File: src/rtl/morse_encoder_gen.sv
//==============================================================================
// Module  : morse_encoder_gen
// Brief   : Keys out the Morse code for one letter (A..P), followed by a
//           3-unit gap. Optional loop-on-Repeat is built with MORSE_REPEAT_EN.
// Rev     : 1.0 - initial release
//==============================================================================
`default_nettype none

module morse_encoder_gen #(
    parameter int CLOCK_FREQUENCY = 50000000,
    parameter int UNIT_HZ         = 2,
    parameter int LETTER_WIDTH    = 4
) (
    input  logic                    ClockIn,
    input  logic                    Resetn,
    input  logic                    Start,
    input  logic                    Abort,
    input  logic                    Repeat,
    input  logic [LETTER_WIDTH-1:0] Letter,
    output logic                    DotDashOut,
    output logic                    NewBitOut,
    output logic                    Busy,
    output logic                    Done
);

    localparam int                 c_TICK_DIV = CLOCK_FREQUENCY / UNIT_HZ;
    localparam int                 c_CNT_W    = $clog2(c_TICK_DIV);
    localparam logic [c_CNT_W-1:0] c_CNT_LAST = c_CNT_W'(c_TICK_DIV - 1);
    localparam logic [c_CNT_W-1:0] c_CNT_ONE  = c_CNT_W'(1);
    localparam logic [3:0]         c_GAP_LAST = 4'd2;

    typedef enum logic [1:0] {
        S_IDLE = 2'd0,
        S_SEND = 2'd1,
        S_GAP  = 2'd2
    } state_t;

    state_t                  r_state, w_state_nxt;
    logic [c_CNT_W-1:0]      r_cnt, w_cnt_nxt;
    logic [3:0]              r_idx, w_idx_nxt;
    logic [LETTER_WIDTH-1:0] r_letter, w_letter_nxt;
    logic                    r_done, w_done_nxt;

    logic [3:0]  w_letter_ext;
    logic [3:0]  w_len;
    logic [15:0] w_pat;
    logic [3:0]  w_bit_sel;
    logic        w_last_tick;
    logic        w_last_bit;
    logic        w_repeat;

`ifdef MORSE_REPEAT_EN
    assign w_repeat = Repeat;
`else
    logic w_unused_repeat;
    assign w_unused_repeat = Repeat;
    assign w_repeat        = 1'b0;
`endif

    always_comb begin
        w_letter_ext                   = '0;
        w_letter_ext[LETTER_WIDTH-1:0] = r_letter;
    end

    // Patterns are right-aligned; bit (len-1) is the first one keyed.
    always_comb begin
        w_len = 4'd1;
        w_pat = 16'b1;
        case (w_letter_ext)
            4'd0:  begin w_len = 4'd5;  w_pat = 16'b10111;         end
            4'd1:  begin w_len = 4'd9;  w_pat = 16'b111010101;     end
            4'd2:  begin w_len = 4'd11; w_pat = 16'b11101011101;   end
            4'd3:  begin w_len = 4'd7;  w_pat = 16'b1110101;       end
            4'd4:  begin w_len = 4'd1;  w_pat = 16'b1;             end
            4'd5:  begin w_len = 4'd9;  w_pat = 16'b101011101;     end
            4'd6:  begin w_len = 4'd9;  w_pat = 16'b111011101;     end
            4'd7:  begin w_len = 4'd7;  w_pat = 16'b1010101;       end
            4'd8:  begin w_len = 4'd3;  w_pat = 16'b101;           end
            4'd9:  begin w_len = 4'd13; w_pat = 16'b1011101110111; end
            4'd10: begin w_len = 4'd9;  w_pat = 16'b111010111;     end
            4'd11: begin w_len = 4'd9;  w_pat = 16'b101110101;     end
            4'd12: begin w_len = 4'd7;  w_pat = 16'b1110111;       end
            4'd13: begin w_len = 4'd5;  w_pat = 16'b11101;         end
            4'd14: begin w_len = 4'd11; w_pat = 16'b11101110111;   end
            default: begin w_len = 4'd11; w_pat = 16'b10111011101; end
        endcase
    end

    assign w_bit_sel   = w_len - 4'd1 - r_idx;
    assign w_last_tick = (r_cnt == c_CNT_LAST);
    assign w_last_bit  = (r_idx == (w_len - 4'd1));

    always_comb begin
        w_state_nxt  = r_state;
        w_cnt_nxt    = r_cnt;
        w_idx_nxt    = r_idx;
        w_letter_nxt = r_letter;
        w_done_nxt   = 1'b0;
        if (Abort) begin
            w_state_nxt = S_IDLE;
            w_cnt_nxt   = '0;
            w_idx_nxt   = 4'd0;
        end else begin
            case (r_state)
                S_IDLE: begin
                    if (Start) begin
                        w_state_nxt  = S_SEND;
                        w_letter_nxt = Letter;
                        w_cnt_nxt    = '0;
                        w_idx_nxt    = 4'd0;
                    end
                end
                S_SEND: begin
                    if (w_last_tick) begin
                        w_cnt_nxt = '0;
                        if (w_last_bit) begin
                            w_state_nxt = S_GAP;
                            w_idx_nxt   = 4'd0;
                        end else begin
                            w_idx_nxt = r_idx + 4'd1;
                        end
                    end else begin
                        w_cnt_nxt = r_cnt + c_CNT_ONE;
                    end
                end
                S_GAP: begin
                    // r_idx counts the three trailing gap units here
                    if (w_last_tick) begin
                        w_cnt_nxt = '0;
                        if (r_idx == c_GAP_LAST) begin
                            w_idx_nxt = 4'd0;
                            if (w_repeat) begin
                                w_state_nxt = S_SEND;
                            end else begin
                                w_state_nxt = S_IDLE;
                                w_done_nxt  = 1'b1;
                            end
                        end else begin
                            w_idx_nxt = r_idx + 4'd1;
                        end
                    end else begin
                        w_cnt_nxt = r_cnt + c_CNT_ONE;
                    end
                end
                default: begin
                    w_state_nxt = S_IDLE;
                    w_cnt_nxt   = '0;
                    w_idx_nxt   = 4'd0;
                end
            endcase
        end
    end

    always_ff @(posedge ClockIn or negedge Resetn) begin
        if (!Resetn) begin
            r_state  <= S_IDLE;
            r_cnt    <= '0;
            r_idx    <= 4'd0;
            r_letter <= '0;
            r_done   <= 1'b0;
        end else begin
            r_state  <= w_state_nxt;
            r_cnt    <= w_cnt_nxt;
            r_idx    <= w_idx_nxt;
            r_letter <= w_letter_nxt;
            r_done   <= w_done_nxt;
        end
    end

    assign DotDashOut = (r_state == S_SEND) && w_pat[w_bit_sel];
    assign Busy       = (r_state == S_SEND) || (r_state == S_GAP);
    assign NewBitOut  = Busy && (r_cnt == '0);
    assign Done       = r_done;

endmodule

`default_nettype wire

File: config.mk
export PLATFORM = sky130hd
export DESIGN_NAME = morse_encoder_gen
export DESIGN_NICKNAME = d
export VERILOG_FILES = /design/src/rtl/morse_encoder_gen.sv
export SDC_FILE = /design/constraint.sdc
export NUM_CORES = 1
export LEC_CHECK = 0
export ABC_AREA = 1
export CAP_MARGIN = 20
export CORE_UTILIZATION = 35
export CTS_BUF_LIST = sky130_fd_sc_hd__clkbuf_4 sky130_fd_sc_hd__clkbuf_8
export CTS_CLUSTER_DIAMETER = 80
export DETAILED_ROUTE_END_ITERATION = 7
export PLACE_DENSITY = 0.62
export SYNTH_ARGS = -nofsm -noshare
export SYNTH_HDL_FRONTEND = slang
export SYNTH_SLANG_ARGS = --single-unit
File: constraint.sdc
create_clock -name ClockIn -period 3.2 [get_ports ClockIn]
set_input_delay 0.64 -clock ClockIn [delete_from_list [all_inputs] [get_ports ClockIn]]
set_output_delay 0.64 -clock ClockIn [all_outputs]
set_load 0.01 [all_outputs]
Word level (Yosys, flattened, before mapping)
Memory sizes are Yosys's and may differ from the RTL's.
Cells that the tools add are included.
- register bits: 36
- latch bits: 0
- RAM bits: 0
- bits in read-only memories: 224
- bits of input ports: 9
- word-level logic and storage cells: 55
- memories: 1
- add/sub/neg operators: 4
- $mul: 0
- divide/modulo/power cells: 0
- $lt $le $gt $ge: 1
- equal/unequal tests: 10
- shifts and indexed selects: 0
- muxes and demuxes: 24
- bitwise operators: 1
- reduce and logical (&&, ||, !) cells: 9
- memories (name ; words ; bits a word ; read ports ; clocked after memory_dff ; write ports ; line ; text):
    (no name shown) ; 16 ; 14 ; 1 ; 0 ; 0 ; 69 ; case (w_letter_ext)
- operators with widths (operator ; number):
    $mux W25 ; 3
    $pmux W25 S2 ; 1
    $add A25 B1 Y25 const B ; 1
    $eq A25 B25 Y1 const B ; 1
    $logic_not A25 Y1 ; 1
    $mux W4 ; 6
    $ne A3 B3 Y1 const B ; 5
    $mux W2 ; 6
    $pmux W4 S3 ; 1
    $pmux W2 S3 ; 1
    $reduce_and A3 Y1 ; 2
    $lt A4 B5 Y1 const B ; 1
    $mux W1 ; 5
    $reduce_and A5 Y1 ; 1
    $add A4 B1 Y4 const B ; 1
    $bmux W1 S4 ; 1
    $eq A4 B2 Y1 const B ; 1
    $eq A4 B4 Y1 ; 1
    $sub A4 B1 Y4 const B ; 1
    $sub A4 B4 Y4 ; 1
    $eq A2 B1 Y1 const B ; 1
    $eq A2 B2 Y1 const B ; 1
    $logic_and A1 B1 Y1 ; 2
    $logic_not A2 Y1 ; 1
    other kinds (3) ; 3

Logic depth before layout (Yosys ltp)
Gate-level depths: netlist of the first run.
An unclocked memory read counts as a cell.
- depth in word-level cells: 7
- depth in mapped cells: 17
- mapped depth without buffers: 17

Least setup slack after synthesis of the first run
Ideal clock, no wire load.
- path kind: reg-to-output
- start: register r_letter[0]
- end: output port DotDashOut
- data arrival time: 2.204 ns
- required time: 2.560 ns
- setup slack: 0.356 ns
- stages on the path, launching flop included: 15
- buffers on the path: 0
- path through: dfrtp_1 -> inv_1 -> ha_1 -> nand2_1 -> a21oi_1 -> a31o_2 -> inv_1 -> ha_1 -> xnor2_1 -> nand2_1 -> nor2_1 -> nand2_1 -> nand3_1 -> nor2_1 -> nor2_1
- cells in the longest elaborated chain, start to end: 6
- ends and longest elaborated chain (item ; line ; text):
    from (decl) ; 41 ; logic [LETTER_WIDTH-1:0] r_letter, w_letter_nxt;
    from (signal assigned) ; 165 ; r_letter <= w_letter_nxt;
    $mem_v2 Z16 W14 * ; - ;
    $sub A4 B1 Y4 ; 89 ; assign w_bit_sel = w_len - 4'd1 - r_idx;
    $sub A4 B4 Y4 ; 89 ;
    $bmux W1 S4 * ; 170 ; assign DotDashOut = (r_state == S_SEND) && w_pat[w_bit_sel];
    $mux W1 (not written as such) * ; 170 ;
    $logic_and A1 B1 Y1 * ; 170 ;
    to (decl) ; 20 ; output logic DotDashOut,
Mark *: on every way between the ends. The rest lies on a longest branch, timed or not. The select of a mux whose other input is x is not followed.

Final worst setup path of the first run
Ends and elaborated chain as after synthesis.

==> impl_metrics.tcl, run 1 <==
set metrics [dict create \
    clkLatencyLatePin_ns 0.30 \
    dp_hpwl_mm 5.26 \
    relSlewSlack 0.463 \
    finalMaxSlewViolations 0 \
    path_clk_slew_ns 0.08 \
    cap_violations 0 \
    finalClockSkew_ns 0.0143 \
    synth-main-ff-cell "dfrtp_1" \
    cts_root_buffer "clkbuf_8" \
    initial_core_util 0.368 \
    grt_overflow 0 \
    tritoncts "built" \
    synth_top_area_share 0.312 \
    ys_top_cells_by_count "nand2_1, nor2_1, inv_1, nand3_1, dfrtp_1" \
    synth_seq_cells 36 \
    final_antenna_net_count 0 \
    hold_viol 0 \
    diodes 0 \
    status "complete, no violations" \
    startpoint "r_letter[0]" \
    grt_pass1_vias 2701 \
    ir_drop_uv 289 \
    routedWlPerCell_um 12.3 \
    drc 0 \
    crit_path_top_delay_cell "fa_1" \
    die-area_sq_um 8610 \
    hp-class "input pin to asynchronous set/reset pin" \
    crit_buf_inv 3 \
    startpoint_type "register" \
    worstPathRequired_ns 2.56 \
    cpPeakStageDelay_ns 0.53 \
    power.leakage_nw 1.56 \
    setup_viol 0 \
    drtIter0Drc 170 \
    finalCritPeriodShare 0.980 \
    postCtsHoldBufs 0 \
    critPathCaptureType "primary output" \
    cp.arrival_ns 2.50 \
    first_pass_iters 5 \
    r2r_start "r_letter[0]" \
    rsz0062_at_grt "yes" \
    antenna_found_initial 0 \
    tightest_slew_ns 0.805 \
    synth_area_sq_um 2880 \
    final_area_sq_um 3380 \
    power_density_nw_per_um2 730 \
    area_growth_pct 17.4 \
    core_area_sq_um 7850 \
    dieHeight_um 92.8 \
    viasPerCell 4.98 \
    worstSetupPathType "register to primary output" \
    synth_area_leaders "dfrtp_1, nand2_1, nand3_1" \
    cp_max_fo 4 \
    rows 32 \
    io-pin-count 13 \
    path_cells "ha_2 > inv_2 > nand2_2 > o21ai_1 > nand2_1 > nand2_2 > fa_1 > nand2_1 > buf_4 > a21oi_2 > nor2_1 > nand2_1 > nand3_1 > nor2_1 > nor2_1 > buf_2" \
    syn_avg_cell_area_sq_um 6.85 \
    syn_inst 421 \
    synth_fp_nets 449 \
    reg2regPathDepth 15 \
    synthArstFlopShare 1.00 \
    fp.dieW_um 92.8 \
    max_freq_ghz 0.319 \
    wl_mm 6.83 \
    drive_gt1_frac 0.155 \
    synth_edf_count 0 \
    grt_max_degree 37 \
    r2r_slack_ns 1.00 \
    grtUsageTotal 0.174 \
    placed_area_sq_um 3200 \
    synth_top_cell_by_area "dfrtp_1" \
    ys_seq_area_frac 0.312 \
    utilization 0.431 \
    worst_r2r_endpoint "r_idx[0]" \
    yosysMostFrequentCell "nand2_1" \
    route.vias.total 2764 \
    fin_crit_ns 3.14 \
    cts.sinks 36 \
    numCtsBuffers 5 \
    port_buffers 11 \
    grt_first_pass_wirelength_mm 12.0 \
    clockBufferDepth 2 \
    path_depth 16 \
    ys.warnings.count 0 \
    worstSetupEndpoint "DotDashOut" \
    path_delay_family "adder cells" \
    place_congestion 0.904 \
    finish.net_count 480 \
    ys_types 32 \
    ctsHtreeMaxLevel 2 \
]
==> power by group <==
part	leakage [nW]	total, mW	switching, mW	internal (mW)
combinational	1.02	1.58	0.885	0.698
clock	0.0479	0.327	0.176	0.152
sequential	0.487	0.559	0.0545	0.504
total	1.56	2.47	1.12	1.35
==> cell families after synthesis <==
| group | count (synthesis) | synth area share |
|---|---|---|
| DFF | 36 | 0.312 |
| and+or+nand+nor | 247 | 0.392 |
| AOI/OAI and AO/OA | 44 | 0.0833 |
| xor gates and xnor gates | 13 | 0.0395 |
| buffers and inverters | 62 | 0.0876 |
| adders and majority gates | 19 | 0.0850 |
==> stage by stage <==
stage / setup slack, ns / cells / power (mW) / setup TNS [ns] / hold WS [ns]
after floorplan: 0.356 / 421 / 1.51 / 0 / 0.344
after global placement: -0.142 / 543 / 1.97 / -0.142 / 0.509
after detailed placement: -0.156 / 543 / 1.99 / -0.156 / 0.515
after CTS: 0.00825 / 553 / 2.37 / 0 / 0.468
after global routing: -0.110 / 555 / 2.71 / -0.110 / 0.506
final: 0.0625 / 555 / 2.47 / 0 / 0.426
==> timing repair <==
item                                   CTS  global route
pin swaps                                5             7
cloned                                   0             0
endpoints found under the hold margin    0             0
resized for setup                       11             8
setup buffers                            2             2
setup endpoints to repair                1             1
==> routing by layer <==
metal  track usage  share of wire  routed length [um]
met1         0.226           0.48                3270
met2         0.296           0.48                3250
met3        0.0222          0.034                 230
met4        0.0577          0.012                  80
met5             0              0                   0
==> how the worst min path moves through the flow <==
stage                         from        end  cells past startpoint
after floorplan             Resetn       Done                      0
after global placement    r_idx[3]   r_idx[3]                      2
after detailed placement  r_idx[3]   r_idx[3]                      2
after CTS                   Resetn  r_cnt[23]                      1
after global routing        Resetn  r_cnt[22]                      1
final                       Resetn  r_cnt[19]                      1
==> area by class of cell <==
cell class              instances  area (sq um)
clock buffers                   5          68.8
clock inverters                 3          18.8
fillers                       843          4460
inverters                      52           195
multi-input cells             323          1800
flip-flops and latches         36           901
well taps                     102           128
repair buffers                 34           273
==> cells in the final DEF (no fill, tap or decap), types with 2 or more instances in the layout <==
master           instances
a21oi_1                 16
a21oi_2                  3
a31oi_1                  3
buf_2                    2
buf_4                   23
clkbuf_8                 5
clkdlybuf4s50_1          9
clkinv_2                 2
dfrtp_1                 36
ha_1                    15
ha_4                     2
inv_1                   49
inv_2                    3
nand2_1                 93
nand2_2                 13
nand3_1                 47
nand4_1                 10
nor2_1                  54
nor2_2                   6
nor2_4                   3
nor3_1                  12
nor4_1                   4
o21ai_0                 13
o21ai_1                  3
o21bai_1                 3
xor2_1                  11
==> flip-flops by register name, summed over array words and instances (netlist names) <==
signal    cells
r_cnt        25
Done          1
r_state       2
r_letter      4
r_idx         4
Note: power is estimated with default switching activity, not from simulation.
==> inputs of run 2 (changes only) <==
CORE_UTILIZATION = 40   (was 35)
PLACE_DENSITY = 0.68   (was 0.62)
==> run 2 against run 1 <==
Effect of this change: utilization rose by 6.2 points; clock skew fell by 0.0065 ns; global-route usage rose by 2.2 points; non-clock buffer count did not move; fmax fell by 0.70%; design area barely moved; critical path type unchanged; critical endpoint unchanged; highest routed layer unchanged.
==> impl_metrics.tcl, run 2 (same netlist as run 1, synthesis figures left out) <==
set metrics [dict create \
    finalMaxSlewViolations 0 \
    path_clk_slew_ns 0.07 \
    drtIter0Drc 166 \
    setup_viol 0 \
    drive_gt1_frac 0.162 \
    r2r_slack_ns 1.06 \
    finalClockSkew_ns 0.00781 \
    antenna_found_initial 0 \
    dpl.cell_count 537 \
    timing.final.ws_setup_ns 0.0403 \
    hp-class "input pin to asynchronous set/reset pin" \
    fp.dieW_um 86.9 \
    crit_buf_inv 3 \
    clkLatencyLatePin_ns 0.29 \
    layout_common_cells "nand2_1, nor2_1, nand3_1, inv_1, dfrtp_1" \
    rows 30 \
    area_growth_pct 17.4 \
    largest_reg_flops 25 \
    cp_max_fo 4 \
    finish.net_count 480 \
    finalCritPeriodShare 0.987 \
    worstSetupPathType "register to primary output" \
    final_common_cell "nand2_1" \
    tightest_slew_ns 0.813 \
    cpPeakStageDelay_ns 0.57 \
    multi_input_area_sq_um 1810 \
    fin_crit_ns 3.16 \
    path_depth 16 \
    reg2regPathDepth 16 \
    worstPathRequired_ns 2.56 \
    rsz0062_at_grt "yes" \
    cts_root_buffer "clkbuf_8" \
    routedWlPerCell_um 12.6 \
    ir_drop_uv 277 \
    worst_r2r_endpoint "r_idx[0]" \
    grtUsageTotal 0.196 \
    startpoint_type "register" \
    hold_viol 0 \
    utilization 0.493 \
    core_area_sq_um 6870 \
    max_freq_ghz 0.316 \
    drc 0 \
    final_antenna_net_count 0 \
    grt_max_degree 37 \
    status "complete, no violations" \
    startpoint "r_letter[1]" \
    first_pass_iters 4 \
    grt_pass1_vias 2592 \
    seqCellArea_sq_um 901 \
    wl_mm 6.88 \
    initial_core_util 0.420 \
    fillCellCount 681 \
    worstSetupEndpoint "DotDashOut" \
    power.leakage_nw 1.55 \
    port_buffers 11 \
    final.setup.tns_ns 0 \
    crit_path_top_delay_cell "fa_2" \
    pre_cts_slack_ns -0.205 \
    cap_violations 0 \
    viasPerCell 5.19 \
    io-pin-count 13 \
    route.vias.total 2846 \
    clockBufferDepth 2 \
    dieHeight_um 86.9 \
    numCtsBuffers 5 \
    dp_hpwl_mm 5.18 \
    cp.arrival_ns 2.52 \
    top_regs "r_cnt: 25 flops, r_idx: 4 flops, r_letter: 4 flops" \
    place_congestion 0.894 \
    relSlewSlack 0.458 \
    path_cells "ha_2 > inv_2 > nand2_2 > o21ai_1 > nand2_1 > nand2_2 > fa_2 > nand2_2 > buf_4 > a21oi_2 > nor2_1 > nand2_1 > nand3_1 > nor2_1 > nor2_1 > buf_2" \
    grt_first_pass_wirelength_mm 11.8 \
    ctsHtreeMaxLevel 2 \
    critPathCaptureType "primary output" \
    grt_overflow 0 \
    tritoncts "built" \
    regMostFlops "r_cnt" \
    cts.sinks 36 \
    path_delay_family "adder cells" \
    die-area_sq_um 7550 \
    power_density_nw_per_um2 742 \
    r2r_start "r_letter[1]" \
    diodes 0 \
    fin_cells 548 \
]
## run 2: metrics by stage
step | hold WS [ns] | total power [mW] | instance area, sq um
finish | 0.439 | 2.51 | 3390
global route | 0.506 | 2.75 | 3390
CTS | 0.470 | 2.39 | 3310
detailed placement | 0.502 | 2.01 | 3190
global placement | 0.500 | 1.98 | 3190
floorplan | 0.344 | 1.51 | 2880
## run 2: worst min-delay path by stage
stage | from | endpoint
CTS | Resetn | Done
detailed placement | r_idx[3] | r_idx[3]
global route | Resetn | Done
global placement | r_idx[3] | r_idx[3]
floorplan | Resetn | Done
finish | Resetn | Done
## run 2: final cells by class
type,count,area share
clock buffers,6,0.0225
clock inverters,1,0.00148
inverters,52,0.0576
multi-input cells,323,0.535
flip-flops and latches,36,0.266
well taps,96,0.0355
repair buffers,34,0.0816
## run 2: metal layers
metal,track usage,up-vias,routed length (um)
met1,0.254,1356,3050
met3,0.0284,7,281
met4,0.0515,0,60
met5,0,-,0
li1,-,1421,-
met2,0.341,62,3490
## run 2: report_power, final
part | switching [mW] | internal, mW | leakage [nW] | total (mW)
combinational | 0.928 | 0.720 | 1.02 | 1.65
clock | 0.155 | 0.156 | 0.0445 | 0.312
sequential | 0.0486 | 0.504 | 0.487 | 0.553
## run 2: repair_timing
item / 4_1_cts / 5_1_grt
hold buffers: 0 / 0
endpoints found under the hold margin: 0 / 0
buffers inserted: 2 / 2
endpoints found under the setup margin: 1 / 1
resized for setup: 10 / 14
pin swaps: 6 / 10
